### src/rtl/darkroom_pkg.sv
// Shared constants and types for the darkroom sensor arbiter and its FIFO.
package darkroom_pkg;
    localparam int DEF_NUM_SENSORS = 16;
    localparam int DEF_FIFO_DEPTH  = 32;
    localparam int DATA_W          = 32;
    localparam int IDX_FIELD_W     = 4;
    localparam int PAYLOAD_W       = 28;

    localparam logic [1:0] REG_FIFO   = 2'd0;
    localparam logic [1:0] REG_STATUS = 2'd1;
    localparam logic [1:0] REG_MASK   = 2'd2;
    localparam logic [1:0] REG_NSENS  = 2'd3;

    localparam int STAT_OVF_BIT   = 16;
    localparam int STAT_EMPTY_BIT = 17;
    localparam int STAT_FULL_BIT  = 18;

    typedef enum logic {
        RD_IDLE,
        RD_RESPOND
    } rd_state_t;

    typedef struct packed {
        logic [IDX_FIELD_W-1:0] idx;
        logic [PAYLOAD_W-1:0]   payload;
    } fifo_entry_t;
endpackage

### src/rtl/darkroom_sync_fifo.sv
// Single-clock FIFO with wrapping pointers and an occupancy count one bit wider than the pointers.
module darkroom_sync_fifo #(
    parameter  int DEPTH = 32,
    parameter  int WIDTH = 32,
    localparam int PTR_W = $clog2(DEPTH),
    localparam int CNT_W = PTR_W + 1
) (
    input  logic             clock,
    input  logic             reset,
    input  logic             push,
    input  logic             pop,
    input  logic [WIDTH-1:0] push_data,
    output logic [WIDTH-1:0] pop_data,
    output logic [CNT_W-1:0] count,
    output logic             full,
    output logic             empty
);
    logic [WIDTH-1:0] mem [DEPTH];
    logic [PTR_W-1:0] wr_ptr;
    logic [PTR_W-1:0] rd_ptr;
    logic             do_push;
    logic             do_pop;

    assign full     = (count == CNT_W'(DEPTH));
    assign empty    = (count == '0);
    assign do_push  = push && !full;
    assign do_pop   = pop && !empty;
    assign pop_data = mem[rd_ptr];

    always_ff @(posedge clock) begin
        if (reset) begin
            wr_ptr <= '0;
            rd_ptr <= '0;
            count  <= '0;
        end else begin
            if (do_push) wr_ptr <= wr_ptr + 1'b1;
            if (do_pop)  rd_ptr <= rd_ptr + 1'b1;
            if (do_push && !do_pop)
                count <= count + 1'b1;
            else if (do_pop && !do_push)
                count <= count - 1'b1;
        end
    end

    // Storage needs no reset: the pointers define what is valid.
    always_ff @(posedge clock) begin
        if (do_push) mem[wr_ptr] <= push_data;
    end
endmodule

### src/rtl/darkroom_sensor_arbiter.sv
// Round-robin sensor arbiter feeding a word FIFO that is drained over an Avalon-MM slave.
// Arbiter, register file and read FSM live here; storage is darkroom_sync_fifo.
module darkroom_sensor_arbiter
    import darkroom_pkg::*;
#(
    parameter int NUM_SENSORS = DEF_NUM_SENSORS,
    parameter int FIFO_DEPTH  = DEF_FIFO_DEPTH
) (
    input  logic                          clock,
    input  logic                          reset,
    input  logic [NUM_SENSORS-1:0]        sensor_valid,
    input  logic [NUM_SENSORS*DATA_W-1:0] sensor_data,
    output logic [NUM_SENSORS-1:0]        sensor_ready,
    input  logic [1:0]                    avalon_slave_address,
    input  logic                          avalon_slave_read,
    input  logic                          avalon_slave_write,
    input  logic [DATA_W-1:0]             avalon_slave_writedata,
    output logic [DATA_W-1:0]             avalon_slave_readdata,
    output logic                          avalon_slave_waitrequest
);
    localparam int IDX_W = (NUM_SENSORS > 1) ? $clog2(NUM_SENSORS) : 1;
    localparam int CNT_W = $clog2(FIFO_DEPTH) + 1;

    logic [NUM_SENSORS-1:0] mask;
    logic [NUM_SENSORS-1:0] eligible;
    logic [NUM_SENSORS-1:0] grant_vec;
    logic [IDX_W-1:0]       last_grant;
    logic [IDX_W-1:0]       grant_idx;
    logic [IDX_W-1:0]       cand;
    logic                   grant_hit;
    logic                   ovf;

    rd_state_t              rd_state;
    rd_state_t              rd_state_nxt;
    logic                   capture;
    logic                   waitreq;
    logic                   fifo_pop;
    logic                   pop_pending;
    logic                   wr_en;
    logic [DATA_W-1:0]      rd_value;

    fifo_entry_t            push_entry;
    fifo_entry_t            pop_entry;
    logic [CNT_W-1:0]       fifo_count;
    logic                   fifo_full;
    logic                   fifo_empty;
    logic                   unused_inputs;

    assign eligible      = sensor_valid & mask;
    assign wr_en         = avalon_slave_write && !avalon_slave_read;
    assign unused_inputs = ^{avalon_slave_writedata, sensor_data};

    // Search starts one past the last winner; fifo_full is the registered count, so a pop
    // in this cycle cannot open a grant until the next one.
    always_comb begin
        grant_vec = '0;
        grant_idx = '0;
        grant_hit = 1'b0;
        cand      = '0;
        for (int k = 1; k <= NUM_SENSORS; k++) begin
            cand = IDX_W'((int'(last_grant) + k) % NUM_SENSORS);
            if (!grant_hit && !fifo_full && eligible[cand]) begin
                grant_hit       = 1'b1;
                grant_idx       = cand;
                grant_vec[cand] = 1'b1;
            end
        end
    end

    assign sensor_ready       = reset ? '0 : grant_vec;
    assign push_entry.idx     = IDX_FIELD_W'(grant_idx);
    assign push_entry.payload = sensor_data[DATA_W*int'(grant_idx) +: PAYLOAD_W];

    darkroom_sync_fifo #(
        .DEPTH (FIFO_DEPTH),
        .WIDTH (DATA_W)
    ) u_fifo (
        .clock     (clock),
        .reset     (reset),
        .push      (grant_hit),
        .pop       (fifo_pop),
        .push_data (push_entry),
        .pop_data  (pop_entry),
        .count     (fifo_count),
        .full      (fifo_full),
        .empty     (fifo_empty)
    );

    always_comb begin
        rd_value = '0;
        case (avalon_slave_address)
            REG_FIFO:   rd_value = fifo_empty ? '0 : pop_entry;
            REG_STATUS: begin
                rd_value[CNT_W-1:0]     = fifo_count;
                rd_value[STAT_OVF_BIT]   = ovf;
                rd_value[STAT_EMPTY_BIT] = fifo_empty;
                rd_value[STAT_FULL_BIT]  = fifo_full;
            end
            REG_MASK:   rd_value[NUM_SENSORS-1:0] = mask;
            REG_NSENS:  rd_value = DATA_W'(NUM_SENSORS);
        endcase
    end

    // Data is snapshotted in the stalled cycle; the pop lands in RESPOND.
    always_comb begin
        rd_state_nxt = rd_state;
        waitreq      = 1'b0;
        capture      = 1'b0;
        fifo_pop     = 1'b0;
        case (rd_state)
            RD_IDLE: begin
                if (avalon_slave_read) begin
                    waitreq      = 1'b1;
                    capture      = 1'b1;
                    rd_state_nxt = RD_RESPOND;
                end
            end
            RD_RESPOND: begin
                fifo_pop     = pop_pending;
                rd_state_nxt = RD_IDLE;
            end
        endcase
    end

    assign avalon_slave_waitrequest = waitreq && !reset;

    always_ff @(posedge clock) begin
        if (reset) begin
            rd_state              <= RD_IDLE;
            pop_pending           <= 1'b0;
            avalon_slave_readdata <= '0;
            mask                  <= '1;
            last_grant            <= IDX_W'(NUM_SENSORS - 1);
            ovf                   <= 1'b0;
        end else begin
            rd_state <= rd_state_nxt;
            if (capture) begin
                avalon_slave_readdata <= rd_value;
                pop_pending           <= (avalon_slave_address == REG_FIFO) && !fifo_empty;
            end
            if (grant_hit) last_grant <= grant_idx;
            if (wr_en && avalon_slave_address == REG_MASK)
                mask <= avalon_slave_writedata[NUM_SENSORS-1:0];
            // A fresh overflow wins over a same-cycle clear.
            if (fifo_full && |eligible)
                ovf <= 1'b1;
            else if (wr_en && avalon_slave_address == REG_STATUS && avalon_slave_writedata[STAT_OVF_BIT])
                ovf <= 1'b0;
        end
    end
endmodule

### config.mk
export PLATFORM = sky130hd
export DESIGN_NAME = darkroom_sensor_arbiter
export DESIGN_NICKNAME = d
export VERILOG_FILES = /design/src/rtl/darkroom_pkg.sv /design/src/rtl/darkroom_sync_fifo.sv /design/src/rtl/darkroom_sensor_arbiter.sv
export SDC_FILE = /design/constraint.sdc
export NUM_CORES = 1
export LEC_CHECK = 0
export CAP_MARGIN = 20
export CELL_PAD_IN_SITES_DETAIL_PLACEMENT = 1
export CELL_PAD_IN_SITES_GLOBAL_PLACEMENT = 1
export CORE_MARGIN = 1
export CORE_UTILIZATION = 49
export CTS_BUF_LIST = sky130_fd_sc_hd__clkbuf_8
export CTS_CLUSTER_SIZE = 8
export DETAILED_ROUTE_END_ITERATION = 8
export PLACE_DENSITY_LB_ADDON = 0.05
export SETUP_SLACK_MARGIN = 0.15
export SKIP_LAST_GASP = 1
export SLEW_MARGIN = 15
export SYNTH_ARGS = -nofsm -noshare
export SYNTH_HDL_FRONTEND = slang
export SYNTH_SLANG_ARGS = --single-unit
export TNS_END_PERCENT = 100
### constraint.sdc
create_clock -name clock -period 7.4 [get_ports clock]
set_input_delay 0.74 -clock clock [delete_from_list [all_inputs] [get_ports clock]]
set_output_delay 0.74 -clock clock [all_outputs]
set_load 0.005 [all_outputs]
Yosys cells after proc, flatten, opt, wreduce, memory -nomap -nowiden:

Memory sizes are Yosys's and may differ from the RTL's. A register that Yosys moved wholly into a read port is not among the register bits.
Index checks and enable logic that the tools add are counted.

* register bits after elaboration: 71
* latch bits: 0
* bits in writable memories: 1024
* bits in read-only memories: 0
* input bits: 566
* output and inout bits: 49
* word-level logic and storage cells: 298
* memories: 1

Memories
* u_fifo.mem: depth 32, width 32, read ports 1, clocked after Yosys merged registers in 1, wr ports 1, RTL line darkroom_sync_fifo.sv:18 `logic [WIDTH-1:0] mem [DEPTH];`

* add/subtract/negate cells: 20
* multiply operators: 0
* divide/modulo/power cells: 0
* magnitude comparators: 32
* equality and inequality tests: 4
* shifts and indexed selects: 1
* mux-type cells: 130
* bitwise logic cells: 17
* reductions and logical operators: 84

Operators with widths (number)
* $shiftx 512x10->28: 1
* $mux 16: 17
* $or 16x16->16: 15
* $lt 4x5->1 const B: 16
* $bmux 1 s4: 16
* $demux 1 s4: 16
* $ge 4x1->1 const B: 16
* $mux 4: 16
* $logic_and 1x1->1: 58
* $mux 1: 55
* $add 4x4->4 const B: 8
* $mux 32: 1
* $pmux 6 s4: 1
* $logic_not 1->1: 21
* $pmux 10 s2: 1
* $add 4x3->4 const B: 4
* $and 16x16->16: 1
* $reduce_or 16->1: 1
* $mux 13: 1
* $mux 6: 2
* $add 5x1->5 const B: 2
* $mux 5: 2
* $add 4x1->4 const B: 2
* $add 4x2->4 const B: 2
* other kinds (11): 13

Depth between registers and ports, before layout:

* word-level depth: 70
* mapped depth: 26
* depth with buffers taken out: 19

Modules after synthesis:

A second synthesis with hierarchy kept.

* cells, all modules: 3529
* area total of the unflattened synthesis: 50667.3 µm²

By module, submodules not included
* darkroom_sync_fifo: times used 1, cells each 2049, area an instance 40387.5 µm², seq. area each 31169.9 µm²
* darkroom_sensor_arbiter: times used 1, cells each 1480, area an instance 10279.9 µm², seq. area each 1101.1 µm²

Worst setup path before layout:

No wires, ideal clock.

* path kind: register to register
* from: register last_grant[2]
* to: memory u_fifo.mem[0][10], data pin
* library setup time: 0.384 ns
* data arrival time: 5.764 ns
* required time: 7.016 ns
* setup slack: 1.252 ns
* stages on the path, launching flop included: 20
* path buffers: 6
* cells stage by stage: dfxtp_1 -> buf_4 -> clkinv_1 -> ha_1 -> buf_2 -> inv_2 -> mux4_2 -> a22o_1 -> o31a_1 -> a2111oi_2 -> buf_2 -> and4_1 -> buf_2 -> a221oi_2 -> o21a_1 -> inv_2 -> buf_4 -> clkbuf_1 -> a311oi_1 -> o2111ai_1

RTL lines
* start, declared: RTL line darkroom_sensor_arbiter.sv:27 `logic [IDX_W-1:0] last_grant;`
* start signal, assigned: RTL line darkroom_sensor_arbiter.sv:133 `last_grant <= IDX_W'(NUM_SENSORS - 1);`
* start signal, assigned: RTL line darkroom_sensor_arbiter.sv:141 `if (grant_hit) last_grant <= grant_idx;`
* end, declared: RTL line darkroom_sync_fifo.sv:18

Worst setup path after layout:

* from: register last_grant[1]
* to: output sensor_ready[15]

* word-level cells in the longest chain between the ends: 66
* elaborated cells between the ends (all ways): 221

Ends and longest elaborated chain
* $add 4x1->4: RTL line darkroom_sensor_arbiter.sv:61 `cand = IDX_W'((int'(last_grant) + k) % NUM_SENSORS);`
* $bmux 1 s4: RTL line darkroom_sensor_arbiter.sv:62 `if (!grant_hit && !fifo_full && eligible[cand]) begin`
* $mux 1 (not written as such): RTL line darkroom_sensor_arbiter.sv:62
* $logic_and 1x1->1: RTL line darkroom_sensor_arbiter.sv:62
* $mux 1: RTL line darkroom_sensor_arbiter.sv:62
* $logic_not 1->1: RTL line darkroom_sensor_arbiter.sv:62
* $logic_and 1x1->1 (2 in series): RTL line darkroom_sensor_arbiter.sv:62
* $mux 1: RTL line darkroom_sensor_arbiter.sv:62
* (+47 left out)
* $mux 1: RTL line darkroom_sensor_arbiter.sv:62
* $logic_not 1->1: RTL line darkroom_sensor_arbiter.sv:62
* $logic_and 1x1->1 (2 in series): RTL line darkroom_sensor_arbiter.sv:62
* $mux 1: RTL line darkroom_sensor_arbiter.sv:62
* $logic_not 1->1: RTL line darkroom_sensor_arbiter.sv:62
* $logic_and 1x1->1 (2 in series): RTL line darkroom_sensor_arbiter.sv:62
* $mux 16 *: RTL line darkroom_sensor_arbiter.sv:62
* $mux 16 *: RTL line darkroom_sensor_arbiter.sv:70 `assign sensor_ready = reset ? '0 : grant_vec;`
* end, declared: RTL line darkroom_sensor_arbiter.sv:13 `output logic [NUM_SENSORS-1:0] sensor_ready,`

Mark *: on every way between the ends. The rest lies on a longest branch, timed or not. The select of a mux whose other input is x is not followed.

==> summary.md <==
| Metric | Value |
|---|---|
| Slew Limit Fails | `0` |
| Critical path buffers and inverters | `4` |
| Share of cells above drive strength 1 | `22.0%` |
| H-tree levels | `4` |
| Final wirelength | `184 mm` |
| Clock latency on the worst-skew pair | `840 ps` |
| Post-synthesis mux area share | `17.8%` |
| Synth-to-Final Area Change | `22.5%` |
| Number of synthesized flops with an enable pin | `1024` |
| Setup crit start | `last_grant[1]` |
| Most Crowded Layer GR | `met2` |
| Worst R2R End | `u_fifo.mem[13][25]` |
| CP required | `6660 ps` |
| Worst Reg-to-Reg Cells | `18` |
| DRC Markers | `0` |
| DR pass1 iterations | `6` |
| CTS clk-pin slew, worst paths | `60 ps` |
| Die X | `322 um` |
| Wire length per cell | `34.7 um` |
| Reg-to-reg slack, setup | `630 ps` |
| Skew final | `29.9 ps` |
| RSZ-0062 raised after global routing | `no` |
| Initial Util | `49.4%` |
| Post-synthesis cell area | `0.0503 mm2` |
| Area leader, netlist | `edfxtp_1` |
| Syn nets | `3752` |
| CTS root buf | `clkbuf_8` |
| Largest net degree at the start of global routing | `132` |
| Die area | `0.104 mm2` |
| Synth Area per Inst | `15.9 um2` |
| Top cell type's share of synthesized area | `61.2%` |
| Async SR Flop Fraction | `0%` |
| TritonCTS clock tree | `built` |
| GR met3 Demand/Resource | `6.43%` |
| Met2 Use GR | `57.5%` |
| Delay-heaviest family, CP | `compound AO/OA/AOI/OAI gates` |
| Die H | `322 um` |
| TritonCTS buffer count | `173` |
| DR vias/cell | `6.51` |
| First-pass GRT wire length | `259 mm` |
| Antenna violations before repair | `9` |
| Commonest non-fill, non-tap cell in the layout | `edfxtp_1` |
| Final hold slack | `274 ps` |
| Element type at the critical path start | `flop` |
| Worst min path class | `input port to flop` |
| Max_cap viols | `0` |
| Tot GR Track Use | `35.3%` |
| Mapped Cells | `3162` |
| Synth area leaders | `edfxtp_1, mux4_2, dfxtp_1` |
| Xor-xnor portion of the synthesized cell area | `0.530%` |
| Crit-path cells | `clkinvlp_4 -> ha_1 -> xnor2_1 -> nor2_1 -> a22oi_1 -> o21a_1 -> o21ai_1 -> buf_4 -> nand3b_1 -> buf_4 -> nor3_1 -> a31oi_1 -> o21ai_0 -> a221o_1 -> a221oi_1 -> nor2_1 -> clkdlybuf4s50_1` |
| Core Footprint | `0.102 mm2` |
| Min cycle time layout | `7220 ps` |
| Crit-path max FO | `9` |
| Post-synthesis compound-gate area fraction | `7.49%` |
| CP max-delay cell | `xnor2_1` |
| GPL Wtd Cong | `1.05` |
| Largest family of logic cells by synthesized area | `multiplexers` |
| Cell Rows | `117` |
| Crit path DAT | `6480 ps` |
| #FFs+latches synth | `1100` |
| Routed Antenna Nets | `0` |
| Crit Path Class | `flop to output pin` |
| CP Depth | `17` |
| Initial drt markers | `3913` |
| Finished Cell Area | `0.0616 mm2` |
| Clock sink count | `1100` |
| Seq/Total Area, Yosys | `64.2%` |
| Filler cells | `9334` |
| Via Count | `34500` |
| PortBufs | `535` |
| Top FF cell, synth | `edfxtp_1` |
| RR Startpoint | `last_grant[1]` |
| Max incr delay on CP | `750 ps` |
| Adder-Cell Fraction of Synth Area | `0.612%` |
| Fin crit share | `97.6%` |
| Setup_tns | `0 ps` |
| Final HPWL DP | `125 mm` |
| Vias in the first global route | `36000` |
| # nets final | `4401` |
| Number of synthesis warnings | `0` |
| CP Capture Type | `output pin` |
| Grt met1 use | `47.5%` |
| Most frequent cells in the layout | `edfxtp_1, clkdlybuf4s50_1, mux4_2` |
| Fmax | `138 MHz` |
| Outcome | `finished, final reports clean` |
| Relative slew margins | `21.5%` |
| I/O Pins | `615` |
| Total gr overflow | `0` |
| Slew @ Worst Pin | `1170 ps` |
| Worst-case clock buffer depth | `3` |
| Final setup viols | `0` |
| Post-synth cell types | `89` |
| Hold Violations, Final | `0` |
| Placement Cell Area | `0.0583 mm2` |
| Setup crit end | `sensor_ready[15]` |
| Simple-gate share of the synthesized area | `7.01%` |
[metrics by stage]
step,setup slack (ps),util (%),cells
after floorplan,1250,-,3162
after detailed placement,1010,57.3,5001
after CTS,282,60.5,5292
after global placement,1100,57.3,5001
after global routing,152,60.5,5297
final,179,60.6,5300
[area by class of cell]
class                           instances  area, um2  area share [%]
Multi-Input combinational cell       1797      17300            28.1
Antenna cell                            5       12.5          0.0203
Inverter                               24        111           0.181
Sequential cell                      1100      32300            52.4
Tap cell                             1368       1710            2.78
Timing Repair Buffer                  715       6990            11.3
Clock inverter                        105        626            1.02
Clock buffer                          186       2560            4.16
[layer usage]
metal  vias up  routed length, um
li1      14200                  -
met1     18000              72000
met2      1979              90000
met3       337              14900
met4         8               7140
met5         -                 51
[cell families after synthesis]
family | Yosys count
AO/OA/AOI/OAI | 528
XOR/XNOR | 27
AND/OR/NAND/NOR | 753
buffers and inverters | 265
adder cells (fa/ha/maj) | 24
flip-flops | 1100
multiplexers | 465
[state kept, by name, indices dropped and copies added, names as in the netlist, named ones only]
register and cells:
u_fifo.count 6, u_fifo.rd_ptr 5, mask 16, u_fifo.wr_ptr 5, last_grant 4, pop_pending 1, avalon_slave_readdata 32, rd_state 1
ovf 1, u_fifo.mem 1024
[worst min-delay path by stage]
stage | from | to | slack [ps] | cells after the start
floorplan | pop_pending | pop_pending | 450 | 2
global placement | pop_pending | pop_pending | 460 | 2
detailed placement | pop_pending | pop_pending | 480 | 2
CTS | reset | ovf | 210 | 2
global route | reset | ovf | 270 | 2
finish | reset | ovf | 270 | 2
[synth_stat cells (all sizes together), types with 24 or more instances]
master / n
edfxtp: 1024
mux4: 339
nand2: 318
a21oi: 189
clkbuf: 145
nor2: 138
buf: 96
mux2i: 92
dfxtp: 76
nand3: 71
a221o: 67
nand4: 47
and3: 43
nor3: 39
o21ai: 39
mux2: 34
o2111ai: 32
a311oi: 31
nand3b: 27
and2: 26
a22oi: 24
a31oi: 24
[repair_timing]
action | CTS | global route
hold buffers | 0 | 0
endpoints found under the hold margin | 0 | 0
gates resized for setup | 0 | 6
setup buffers | 0 | 3
setup endpoints to repair | 0 | 8
Power is not shown: default switching activity piles up to over one toggle a cycle in this logic, so the estimate is an artifact.
